==> config.mk <==
export PLATFORM = sky130hd
export DESIGN_NAME = wb_stage
export DESIGN_NICKNAME = d
export VERILOG_FILES = /design/src/rtl/pipe_pkg.sv /design/src/rtl/load_align.sv /design/src/rtl/wb_stage.sv
export SDC_FILE = /design/constraint.sdc
export NUM_CORES = 1
export LEC_CHECK = 0
export ABC_AREA = 1
export CORE_MARGIN = 10
export CORE_UTILIZATION = 25
export CTS_CLUSTER_DIAMETER = 50
export CTS_CLUSTER_SIZE = 12
export DETAILED_ROUTE_END_ITERATION = 8
export SYNTH_ARGS = -nofsm -noshare
export SYNTH_HDL_FRONTEND = slang
export SYNTH_SLANG_ARGS = --single-unit
==> constraint.sdc <==
create_clock -name CLK -period 2.61 [get_ports CLK]
set_input_delay 0.3915 -clock CLK [delete_from_list [all_inputs] [get_ports CLK]]
set_output_delay 0.3915 -clock CLK [all_outputs]
set_load 0.01 [all_outputs]
==> src/rtl/pipe_pkg.sv <==
// Shared encodings for the writeback stage: source selects, load types and FSM states.
package pipe_pkg;

    localparam int PIPE_XLEN    = 32;
    localparam int PIPE_RADDR_W = 5;

    localparam logic [1:0] WB_SEL_ALU  = 2'b00;
    localparam logic [1:0] WB_SEL_LOAD = 2'b01;
    localparam logic [1:0] WB_SEL_LINK = 2'b10;
    localparam logic [1:0] WB_SEL_RSVD = 2'b11;

    localparam logic [2:0] LD_LW  = 3'b000;
    localparam logic [2:0] LD_LH  = 3'b001;
    localparam logic [2:0] LD_LHU = 3'b010;
    localparam logic [2:0] LD_LB  = 3'b011;
    localparam logic [2:0] LD_LBU = 3'b100;

    typedef enum logic [1:0] {
        ST_IDLE     = 2'b00,
        ST_WRITE    = 2'b01,
        ST_WAIT_MEM = 2'b10
    } wb_state_e;

endpackage

==> src/rtl/load_align.sv <==
// Combinational load extraction: picks the addressed byte/halfword/word from a
// little-endian read word and sign- or zero-extends it; flags misaligned or illegal loads.
module load_align
    import pipe_pkg::*;
#(
    parameter int XLEN = PIPE_XLEN
) (
    input  logic [XLEN-1:0] rdata_i,
    input  logic [2:0]      load_type_i,
    input  logic [1:0]      addr_i,
    output logic [XLEN-1:0] data_o,
    output logic            err_o
);

    logic [15:0] half;
    logic [7:0]  byteVal;

    always_comb begin
        half    = addr_i[1] ? rdata_i[31:16] : rdata_i[15:0];
        byteVal = rdata_i[8*addr_i +: 8];
        data_o  = '0;
        err_o   = 1'b0;
        unique case (load_type_i)
            LD_LW: begin
                if (addr_i != 2'b00) err_o = 1'b1;
                else                 data_o = rdata_i;
            end
            LD_LH, LD_LHU: begin
                if (addr_i[0]) begin
                    err_o = 1'b1;
                end else if (load_type_i == LD_LH) begin
                    data_o = {{(XLEN-16){half[15]}}, half};
                end else begin
                    data_o = {{(XLEN-16){1'b0}}, half};
                end
            end
            LD_LB:   data_o = {{(XLEN-8){byteVal[7]}}, byteVal};
            LD_LBU:  data_o = {{(XLEN-8){1'b0}}, byteVal};
            default: err_o = 1'b1;
        endcase
    end

endmodule

==> src/rtl/wb_stage.sv <==
// Writeback stage: retires one instruction at a time, waits for load data when needed,
// and presents a single-cycle register-file write plus a forwarding tap and retire counter.
module wb_stage
    import pipe_pkg::*;
#(
    parameter int XLEN    = PIPE_XLEN,
    parameter int RADDR_W = PIPE_RADDR_W,
    parameter int CNT_W   = 32
) (
    input  logic               CLK,
    input  logic               RST,
    input  logic               in_valid,
    output logic               in_ready,
    input  logic [RADDR_W-1:0] in_rwd,
    input  logic [1:0]         in_wb_sel,
    input  logic [XLEN-1:0]    in_alu_result,
    input  logic [XLEN-1:0]    in_link_addr,
    input  logic [2:0]         in_load_type,
    input  logic               mem_rvalid,
    input  logic [XLEN-1:0]    mem_rdata,
    output logic [RADDR_W-1:0] rwd,
    output logic [XLEN-1:0]    wb_data,
    output logic               fwd_valid,
    output logic [RADDR_W-1:0] fwd_rwd,
    output logic [XLEN-1:0]    fwd_data,
    output logic               align_err,
    output logic               busy,
    output logic [CNT_W-1:0]   retire_count
);

    wb_state_e          state_q, state_d;
    logic [RADDR_W-1:0] rwd_q, rwd_d;
    logic [XLEN-1:0]    wbData_q, wbData_d;
    logic               fwdValid_q;
    logic               alignErr_q, alignErr_d;
    logic [CNT_W-1:0]   count_q, count_d;
    logic [RADDR_W-1:0] ldRwd_q, ldRwd_d;
    logic [2:0]         ldType_q, ldType_d;
    logic [1:0]         ldAddr_q, ldAddr_d;

    logic               accept;
    logic               retire;
    logic [XLEN-1:0]    alignData;
    logic               alignErr;

    load_align #(.XLEN(XLEN)) u_load_align (
        .rdata_i     (mem_rdata),
        .load_type_i (ldType_q),
        .addr_i      (ldAddr_q),
        .data_o      (alignData),
        .err_o       (alignErr)
    );

    assign in_ready = (state_q != ST_WAIT_MEM);
    assign accept   = in_valid && in_ready;

    // Every retirement is counted on the edge where its outcome is decided.
    always_comb begin
        state_d    = ST_IDLE;
        rwd_d      = '0;
        wbData_d   = wbData_q;
        alignErr_d = 1'b0;
        retire     = 1'b0;
        ldRwd_d    = ldRwd_q;
        ldType_d   = ldType_q;
        ldAddr_d   = ldAddr_q;

        if (state_q == ST_WAIT_MEM) begin
            state_d = ST_WAIT_MEM;
            if (mem_rvalid) begin
                retire  = 1'b1;
                state_d = ST_IDLE;
                if (alignErr) begin
                    alignErr_d = 1'b1;
                end else if (ldRwd_q != '0) begin
                    rwd_d    = ldRwd_q;
                    wbData_d = alignData;
                    state_d  = ST_WRITE;
                end
            end
        end else if (accept) begin
            unique case (in_wb_sel)
                WB_SEL_ALU, WB_SEL_LINK: begin
                    retire = 1'b1;
                    if (in_rwd != '0) begin
                        rwd_d    = in_rwd;
                        wbData_d = (in_wb_sel == WB_SEL_ALU) ? in_alu_result : in_link_addr;
                        state_d  = ST_WRITE;
                    end
                end
                WB_SEL_LOAD: begin
                    ldRwd_d  = in_rwd;
                    ldType_d = in_load_type;
                    ldAddr_d = in_alu_result[1:0];
                    state_d  = ST_WAIT_MEM;
                end
                default: retire = 1'b1;
            endcase
        end

        count_d = count_q + (retire ? CNT_W'(1) : CNT_W'(0));
    end

    always_ff @(posedge CLK) begin
        if (RST) begin
            state_q    <= ST_IDLE;
            rwd_q      <= '0;
            wbData_q   <= '0;
            fwdValid_q <= 1'b0;
            alignErr_q <= 1'b0;
            count_q    <= '0;
            ldRwd_q    <= '0;
            ldType_q   <= '0;
            ldAddr_q   <= '0;
        end else begin
            state_q    <= state_d;
            rwd_q      <= rwd_d;
            wbData_q   <= wbData_d;
            fwdValid_q <= (rwd_d != '0);
            alignErr_q <= alignErr_d;
            count_q    <= count_d;
            ldRwd_q    <= ldRwd_d;
            ldType_q   <= ldType_d;
            ldAddr_q   <= ldAddr_d;
        end
    end

    assign rwd          = rwd_q;
    assign wb_data      = wbData_q;
    assign fwd_valid    = fwdValid_q;
    assign fwd_rwd      = rwd_q;
    assign fwd_data     = wbData_q;
    assign align_err    = alignErr_q;
    assign busy         = (state_q != ST_IDLE);
    assign retire_count = count_q;

endmodule

==> results of run 1 <==
==> cells in the mapped netlist (3+ instances only) <==
master	count
sky130_fd_sc_hd__buf_1	13
sky130_fd_sc_hd__a21oi_1	63
sky130_fd_sc_hd__nand3_1	67
sky130_fd_sc_hd__inv_1	101
sky130_fd_sc_hd__o21a_1	3
sky130_fd_sc_hd__nand2_1	341
sky130_fd_sc_hd__nand2_2	3
sky130_fd_sc_hd__nand3b_1	6
sky130_fd_sc_hd__buf_6	3
sky130_fd_sc_hd__nor2_1	226
sky130_fd_sc_hd__nor2_4	3
sky130_fd_sc_hd__buf_2	14
sky130_fd_sc_hd__buf_4	39
sky130_fd_sc_hd__o21ai_0	63
sky130_fd_sc_hd__dfxtp_1	83
sky130_fd_sc_hd__nor3_1	15
sky130_fd_sc_hd__clkbuf_1	20
==> cell usage in the layout (no fill, tap or decap), types with 3 or more instances in the layout <==
cell type                           n
sky130_fd_sc_hd__nand3_1           67
sky130_fd_sc_hd__nand2_2            3
sky130_fd_sc_hd__nor2_4             4
sky130_fd_sc_hd__clkbuf_16          9
sky130_fd_sc_hd__a21oi_1           63
sky130_fd_sc_hd__inv_1            100
sky130_fd_sc_hd__nand2_1          341
sky130_fd_sc_hd__clkdlybuf4s50_1  219
sky130_fd_sc_hd__nand3b_1           6
sky130_fd_sc_hd__inv_2              3
sky130_fd_sc_hd__o21ai_0           61
sky130_fd_sc_hd__o21a_1             3
sky130_fd_sc_hd__nor2_1           223
sky130_fd_sc_hd__nor3_1            15
sky130_fd_sc_hd__nor2_2             4
sky130_fd_sc_hd__dfxtp_1           83
sky130_fd_sc_hd__buf_4             33
sky130_fd_sc_hd__inv_6              4
==> flip-flops by register name, summed over array words and instances, names as in the netlist <==
name and count:
retire_count 32, ldType_q 3, ldRwd_q 5, fwd_valid 1
fwd_rwd 5, fwd_data 32, ldAddr_q 2, align_err 1
state_q 2
==> cells by family (layout without fill, tap and decap cells) <==
group,Yosys count,in the layout,share of synthesized area (%)
buffers and inverters,192,373,15.18
AO/OA/AOI/OAI,129,129,10.93
XOR/XNOR,2,2,0.2932
AND/OR/NAND/NOR,670,670,45.37
adder cells (fa/ha/maj),2,2,0.4187
flip-flops,83,83,27.81
other,0,2,0
==> per-stage QoR <==
step / setup TNS [ns] / util (%)
2_1_floorplan: 0 / -
3_3_place_gp: -2.256 / 35.54
3_5_place_dp: -3.538 / 35.54
4_1_cts: 0 / 36.87
5_1_grt: 0 / 36.93
6_report: 0 / 36.93
==> metal layers <==
metal,wire length [um],vias to the layer above,global-route usage (%)
li1,-,3644,-
met1,10800,3044,19.83
met2,10980,242,25.17
met3,1787,48,3.578
met4,908,0,7.135
met5,0,-,0
==> critical path, delay by kind of cell <==
family,cells,cell delay [ns]
and+or+nand+nor,6,0.82
AOI/OAI and AO/OA,1,0.14
buffers and inverters,6,0.87
adders and majority gates,1,0.15
xor gates and xnor gates,1,0.20
==> worst min path at each step <==
stage	cells after the start	slack, ns	startpoint	end
finish	2	0.48	ldRwd_q[1]$_SDFFE_PP0P_	ldRwd_q[1]$_SDFFE_PP0P_
floorplan	2	0.44	ldRwd_q[3]$_SDFFE_PP0P_	ldRwd_q[3]$_SDFFE_PP0P_
global route	2	0.52	ldRwd_q[1]$_SDFFE_PP0P_	ldRwd_q[1]$_SDFFE_PP0P_
global placement	2	0.46	ldRwd_q[1]$_SDFFE_PP0P_	ldRwd_q[1]$_SDFFE_PP0P_
CTS	2	0.48	ldRwd_q[1]$_SDFFE_PP0P_	ldRwd_q[1]$_SDFFE_PP0P_
detailed placement	2	0.47	ldRwd_q[1]$_SDFFE_PP0P_	ldRwd_q[1]$_SDFFE_PP0P_
==> cell type report <==
class                   count  area [um2]  share of cell area [%]
inverters                 103       386.6                   4.460
multi-input cells         803        3423                   39.49
clock buffers               9       225.2                   2.598
repair buffers            254        2480                   28.61
well taps                 319       399.1                   4.605
diodes                      2       5.005                 0.05774
clock inverters             7       87.58                   1.010
flip-flops and latches     83        1662                   19.17
==> power groups by stage <==
stage          registers, W  clock network (W)  logic (W)
5_1_grt             0.00139            0.00148    0.00118
3_3_place_gp        0.00141                  0    0.00105
2_1_floorplan       0.00141                  0   0.000574
3_5_place_dp        0.00141                  0    0.00105
4_1_cts             0.00138            0.00143    0.00106
6_report            0.00138            0.00140    0.00106
==> impl_metrics.xml, run 1 <==
<?xml version="1.0" encoding="UTF-8"?>
<metrics>
  <group name="drt">
    <metric name="dr.first_iter.drc_count" unit="">563</metric>
    <metric name="detail_route.drc_violations" unit="">0</metric>
    <metric name="detailroute.via_count" unit="">6978</metric>
    <metric name="dr.pass1.iters" unit="">5</metric>
    <metric name="route.detailed.vias_per_inst" unit="">4.416</metric>
    <metric name="finalWirelength" unit="um">24480</metric>
    <metric name="drt.antenna.violating_nets" unit="">0</metric>
    <metric name="route.detailed.wl_per_inst" unit="um">15.49</metric>
  </group>
  <group name="timing">
    <metric name="finalCriticalPeriod" unit="ns">2.327</metric>
    <metric name="setup-violations-final" unit="">0</metric>
    <metric name="grt_setup_unrepaired" unit="">no</metric>
    <metric name="final-max-slew-violation-count" unit="">0</metric>
    <metric name="endpoints_failing_hold" unit="">0</metric>
    <metric name="worstMarginPinSlew" unit="ns">0.7337</metric>
    <metric name="whs" unit="ns">0.4785</metric>
    <metric name="worst_slew_margin_rel" unit="%">50.91</metric>
    <metric name="max_clock_freq" unit="MHz">429.7</metric>
    <metric name="layout_setup_ws" unit="ns">0.2825</metric>
    <metric name="finalClockSkew" unit="ns">0.005219</metric>
    <metric name="finalCritPeriodShare" unit="%">89.17</metric>
  </group>
  <group name="clock_network">
    <metric name="clock_path_buffers" unit="">2</metric>
    <metric name="cts_h_tree_depth" unit="">3</metric>
    <metric name="cts_hold_buffers" unit="">0</metric>
    <metric name="cts-resized-gates" unit="">0</metric>
    <metric name="cts_buffers" unit="">9</metric>
    <metric name="cts_root_buf" unit="">sky130_fd_sc_hd__clkbuf_16</metric>
    <metric name="path_clk_slew" unit="ns">0.07</metric>
    <metric name="post_cts_setup_buffers" unit="">0</metric>
    <metric name="clk-insertion-delay-late" unit="ns">0.36</metric>
    <metric name="cts.sink_count" unit="">83</metric>
    <metric name="tritoncts_clock_tree" unit="">built</metric>
  </group>
  <group name="grt">
    <metric name="antenna_found_initial" unit="">2</metric>
    <metric name="grt_first_pass_wirelength" unit="um">38350</metric>
    <metric name="grt_pass1_vias" unit="">6660</metric>
    <metric name="globalRouteTotalUtil" unit="%">15.76</metric>
    <metric name="globalRouteOverflowTotal" unit="">0</metric>
    <metric name="grt_start_max_net_pins" unit="">67</metric>
  </group>
  <group name="setup_path">
    <metric name="critical_path.endpoint" unit="">retire_count[15]$_SDFF_PP0_</metric>
    <metric name="r2r_end" unit="">retire_count[15]$_SDFF_PP0_</metric>
    <metric name="cp-end-kind" unit="">flop</metric>
    <metric name="cp.required" unit="ns">2.84</metric>
    <metric name="start_kind" unit="">input port</metric>
    <metric name="cp_max_fo" unit="">3</metric>
    <metric name="cp_slowest_cell" unit="">sky130_fd_sc_hd__clkdlybuf4s50_1</metric>
    <metric name="arrival" unit="ns">2.56</metric>
    <metric name="startpoint" unit="">in_valid</metric>
    <metric name="count_of_cells_along_the_worst_register_to_register_path" unit="">16</metric>
    <metric name="cpPeakStageDelay" unit="ns">0.45</metric>
    <metric name="crit_type" unit="">in2reg</metric>
    <metric name="reg2reg_setup_slack" unit="ns">0.36</metric>
    <metric name="crit_top_cell" unit="">sky130_fd_sc_hd__nor2_1</metric>
    <metric name="timing.critical_path.cells" unit="">clkdlybuf4s50_1 &gt; inv_1 &gt; nor2_1 &gt; inv_1 &gt; o21ai_2 &gt; buf_4 &gt; ha_1 &gt; nand3_1 &gt; nor2_1 &gt; inv_1 &gt; nor2_1 &gt; inv_1 &gt; nor2_1 &gt; xor2_1 &gt; nor2_1</metric>
    <metric name="startpoint_of_the_worst_slack_reg_to_reg_timing_path" unit="">state_q[1]$_SDFF_PP0_</metric>
  </group>
  <group name="layout">
    <metric name="fill_cells" unit="">2561</metric>
    <metric name="final_area" unit="um2">8668</metric>
    <metric name="nets" unit="">1366</metric>
    <metric name="final_cells" unit="">1580</metric>
    <metric name="areaGrowthSynthToFinish" unit="%">45.06</metric>
    <metric name="share_of_cells_above_drive_strength_1" unit="%">5.639</metric>
  </group>
  <group name="synthesis">
    <metric name="synth.yosys.seq_area_share" unit="%">27.81</metric>
    <metric name="synth_top_cells_by_area" unit="">sky130_fd_sc_hd__dfxtp_1, sky130_fd_sc_hd__nand2_1, sky130_fd_sc_hd__nor2_1</metric>
    <metric name="synth.distinct_cells" unit="">26</metric>
    <metric name="syn-num-nets" unit="">1190</metric>
    <metric name="post-synth-top-area-cell" unit="">sky130_fd_sc_hd__dfxtp_1</metric>
    <metric name="async_flop_share" unit="%">0</metric>
    <metric name="synth-edff-count" unit="">0</metric>
    <metric name="synth.ff_latch_count" unit="">83</metric>
    <metric name="synth_top_cell_area_share" unit="%">27.81</metric>
    <metric name="netlist_area" unit="um2">5976</metric>
    <metric name="postSynth.topFlopCell" unit="">sky130_fd_sc_hd__dfxtp_1</metric>
    <metric name="avgSynthCellArea" unit="um2">5.543</metric>
    <metric name="syn_inst" unit="">1078</metric>
    <metric name="yosysWarningCount" unit="">0</metric>
  </group>
  <group name="pwr">
    <metric name="pwr-share-clk" unit="%">36.4</metric>
    <metric name="swShare" unit="%">32.11</metric>
    <metric name="pwr_density_cell" unit="nW/um2">441.9</metric>
    <metric name="netSwitchingPower" unit="W">0.001230</metric>
    <metric name="fin_total_pwr" unit="W">0.003831</metric>
    <metric name="max-vdd-ir-drop" unit="mV">0.2742</metric>
    <metric name="p_seq_share" unit="%">36.0</metric>
    <metric name="leakagePower" unit="nW">3.774</metric>
    <metric name="combinationalPowerShare" unit="%">27.6</metric>
    <metric name="power.internal" unit="W">0.002600</metric>
  </group>
  <group name="job">
    <metric name="cap_viol_max_count" unit="">0</metric>
  </group>
  <group name="hold_path">
    <metric name="min-delay-path-class" unit="">reg2reg</metric>
  </group>
  <group name="die">
    <metric name="i_o_pin_cnt" unit="">220</metric>
    <metric name="start_util" unit="%">25.46</metric>
    <metric name="dieWidth" unit="um">174.6</metric>
    <metric name="number_of_standard_cell_rows_in_the_floorplan" unit="">56</metric>
    <metric name="fp.dieH" unit="um">174.6</metric>
    <metric name="core" unit="um2">23470</metric>
    <metric name="floorplan.die_area" unit="um2">30490</metric>
  </group>
  <group name="placement">
    <metric name="gpl.final_weighted_congestion" unit="">0.9197</metric>
    <metric name="portBuffers" unit="">219</metric>
    <metric name="placement.cell_area" unit="um2">8342</metric>
    <metric name="dp_hpwl" unit="um">19160</metric>
    <metric name="numPlacedInstances" unit="">1562</metric>
    <metric name="post-place-ws" unit="ns">-0.3161</metric>
  </group>
  <group name="run_status">
    <metric name="outcome" unit="">completed</metric>
  </group>
</metrics>
Power figures use the tool's default switching activity.
==> run 2, diff against run 1 <==
Settings changed: SLEW_MARGIN from default to 15.
==> results of run 2 <==
Final layout, timing and power as in run 1 (identical DEF).
==> run 3, diff against run 2 <==
Settings changed: CORE_UTILIZATION 25 to 45, PLACE_DENSITY from default to 0.81.
==> run 3 against run 2 <==
Net effect: combinational power barely moved; critical path depth is 6 lower; clock power about the same; sequential share of layout area up 0.63 points; wire length is 11% lower; register-to-register slack worse by 0.08 ns; critical endpoint is now fwd_data[19]$_SDFFE_PP0P_.
==> impl_metrics.xml, run 3 (same netlist as run 1, synthesis figures left out) <==
<?xml version="1.0" encoding="UTF-8"?>
<metrics>
  <group name="drt">
    <metric name="detail_route.drc_violations" unit="">0</metric>
    <metric name="route.detailed.wl_per_inst" unit="um">15.33</metric>
    <metric name="detailroute.via_count" unit="">7079</metric>
    <metric name="dr.first_iter.drc_count" unit="">696</metric>
    <metric name="drt.antenna.violating_nets" unit="">0</metric>
    <metric name="finalWirelength" unit="um">21840</metric>
    <metric name="route.detailed.vias_per_inst" unit="">4.968</metric>
    <metric name="dr.pass1.iters" unit="">5</metric>
  </group>
  <group name="clock_network">
    <metric name="cts.sink_count" unit="">83</metric>
    <metric name="tritoncts_clock_tree" unit="">built</metric>
    <metric name="path_clk_slew" unit="ns">0.06</metric>
    <metric name="clock_path_buffers" unit="">2</metric>
    <metric name="post_cts_setup_buffers" unit="">0</metric>
    <metric name="cts_h_tree_depth" unit="">3</metric>
    <metric name="cts-resized-gates" unit="">0</metric>
    <metric name="clk-insertion-delay-late" unit="ns">0.35</metric>
    <metric name="cts_buffers" unit="">9</metric>
    <metric name="cts_root_buf" unit="">sky130_fd_sc_hd__clkbuf_16</metric>
  </group>
  <group name="setup_path">
    <metric name="cp_slowest_cell" unit="">sky130_fd_sc_hd__nor2_4</metric>
    <metric name="timing.critical_path.cells" unit="">nor2_4 &gt; nand2_1 &gt; nand2_1 &gt; a21oi_1 &gt; nand2_1 &gt; nand2_1 &gt; nand2_1 &gt; nor2_1 &gt; nor2_1</metric>
    <metric name="cp.required" unit="ns">2.88</metric>
    <metric name="cpPeakStageDelay" unit="ns">0.60</metric>
    <metric name="cp_max_fo" unit="">32</metric>
    <metric name="startpoint" unit="">ldAddr_q[1]$_SDFFE_PP0P_</metric>
    <metric name="crit_top_cell" unit="">sky130_fd_sc_hd__nand2_1</metric>
    <metric name="arrival" unit="ns">2.60</metric>
    <metric name="cp.buffers_inverters" unit="">0</metric>
    <metric name="startpoint_of_the_worst_slack_reg_to_reg_timing_path" unit="">ldAddr_q[1]$_SDFFE_PP0P_</metric>
    <metric name="cp-end-kind" unit="">flop</metric>
    <metric name="cp_top_delay_family" unit="">simple AND/OR/NAND/NOR gates</metric>
    <metric name="start_kind" unit="">flop</metric>
    <metric name="crit_type" unit="">reg2reg</metric>
  </group>
  <group name="placement">
    <metric name="numPlacedInstances" unit="">1409</metric>
    <metric name="gpl.final_weighted_congestion" unit="">0.9272</metric>
    <metric name="dp_hpwl" unit="um">16970</metric>
    <metric name="portBuffers" unit="">219</metric>
  </group>
  <group name="die">
    <metric name="dieWidth" unit="um">135.2</metric>
    <metric name="floorplan.die_area" unit="um2">18290</metric>
    <metric name="core" unit="um2">13140</metric>
    <metric name="fp.dieH" unit="um">135.2</metric>
    <metric name="start_util" unit="%">45.49</metric>
    <metric name="i_o_pin_cnt" unit="">220</metric>
    <metric name="number_of_standard_cell_rows_in_the_floorplan" unit="">42</metric>
  </group>
  <group name="layout">
    <metric name="fill_cells" unit="">1301</metric>
    <metric name="final_cells" unit="">1425</metric>
    <metric name="nets" unit="">1356</metric>
    <metric name="commonest_cells_after_routing_fill_and_taps_aside" unit="">sky130_fd_sc_hd__nand2_1, sky130_fd_sc_hd__nor2_1, sky130_fd_sc_hd__clkdlybuf4s50_1, sky130_fd_sc_hd__inv_1, sky130_fd_sc_hd__dfxtp_1</metric>
    <metric name="layout.core_utilization" unit="%">63.87</metric>
    <metric name="layout.cells.most_common" unit="">sky130_fd_sc_hd__nand2_1</metric>
    <metric name="areaGrowthSynthToFinish" unit="%">40.41</metric>
    <metric name="share_of_cells_above_drive_strength_1" unit="%">4.487</metric>
  </group>
  <group name="grt">
    <metric name="globalRouteTotalUtil" unit="%">23.18</metric>
    <metric name="globalRouteOverflowTotal" unit="">0</metric>
    <metric name="groute.layer.met1.usage" unit="%">30.76</metric>
    <metric name="grt_util_met3" unit="%">5.119</metric>
    <metric name="grt_first_pass_wirelength" unit="um">34420</metric>
    <metric name="grt_most_used_layer" unit="">met2</metric>
    <metric name="grt_start_max_net_pins" unit="">67</metric>
    <metric name="antenna_found_initial" unit="">1</metric>
    <metric name="global_route.usage.met2" unit="%">36.71</metric>
    <metric name="grt_pass1_vias" unit="">6492</metric>
  </group>
  <group name="pwr">
    <metric name="pwr_density_cell" unit="nW/um2">453.9</metric>
    <metric name="max-vdd-ir-drop" unit="mV">0.3320</metric>
    <metric name="leakagePower" unit="nW">3.721</metric>
  </group>
  <group name="job">
    <metric name="cap_viol_max_count" unit="">0</metric>
  </group>
  <group name="timing">
    <metric name="worst_slew_margin_rel" unit="%">55.80</metric>
    <metric name="finalCriticalPeriod" unit="ns">2.327</metric>
    <metric name="max_clock_freq" unit="MHz">429.8</metric>
    <metric name="final-max-slew-violation-count" unit="">0</metric>
    <metric name="finalCritPeriodShare" unit="%">89.15</metric>
    <metric name="worstMarginPinSlew" unit="ns">0.6614</metric>
    <metric name="endpoints_failing_hold" unit="">0</metric>
    <metric name="finalClockSkew" unit="ns">0.009728</metric>
    <metric name="grt_setup_unrepaired" unit="">no</metric>
    <metric name="setup_total_negative_slack" unit="ns">0</metric>
    <metric name="whs" unit="ns">0.4706</metric>
    <metric name="setup-violations-final" unit="">0</metric>
  </group>
  <group name="hold_path">
    <metric name="min-delay-path-class" unit="">reg2reg</metric>
    <metric name="hold_start" unit="">ldRwd_q[3]$_SDFFE_PP0P_</metric>
  </group>
  <group name="run_status">
    <metric name="outcome" unit="">completed</metric>
  </group>
</metrics>
## run 3: per-stage QoR
step / instance area (um2) / setup slack, ns / power (W)
floorplan: 5976 / 0.3157 / 0.001985
global placement: 8063 / 0.01295 / 0.002417
detailed placement: 8063 / -0.05142 / 0.002427
CTS: 8388 / 0.3006 / 0.003817
global route: 8391 / 0.004935 / 0.003997
finish: 8391 / 0.2832 / 0.003808
## run 3: final cells by class
| type | instances | area (um2) | share of cell area (%) |
|---|---|---|---|
| repair buffers | 244 | 2380 | 28.36 |
| multi-input cells | 803 | 3415 | 40.69 |
| clock inverters | 5 | 86.33 | 1.029 |
| diodes | 1 | 2.502 | 0.02982 |
| clock buffers | 10 | 239.0 | 2.848 |
| well taps | 176 | 220.2 | 2.625 |
| flip-flops and latches | 83 | 1662 | 19.80 |
| inverters | 103 | 386.6 | 4.608 |
## run 3: power breakdown
part / internal [W] / total, W / switching [W]
combinational: 0.000494 / 0.00103 / 0.000538
sequential: 0.00133 / 0.00138 / 0.0000507
clock: 0.000865 / 0.00140 / 0.000535
total: 0.00268 / 0.00381 / 0.00112
## run 3: tightest hold or removal path: stages (launching register included)
cell and delay, ns:
sky130_fd_sc_hd__dfxtp_1 0.31, sky130_fd_sc_hd__inv_1 0.06, sky130_fd_sc_hd__a21oi_1 0.05
## run 3: worst paths after layout
check,to,slack [ns],cells after the start
worst max register to register,fwd_data[19]$_SDFFE_PP0P_,0.28,9
worst min-delay path,ldRwd_q[3]$_SDFFE_PP0P_,0.47,2
worst min register to register,ldRwd_q[3]$_SDFFE_PP0P_,0.47,2
worst max-delay path,fwd_data[19]$_SDFFE_PP0P_,0.28,9
## run 3: routing by layer
metal | part of all wire, % | routed length [um]
met3 | 9.7 | 2117
met2 | 46 | 10020
met1 | 43 | 9336
met5 | 0 | 0
met4 | 1.7 | 366
## run 3: timing repair
item,4_1_cts,5_1_grt
endpoints found under the setup margin,0,1
hold endpoints to repair,0,0
hold buffers,0,0
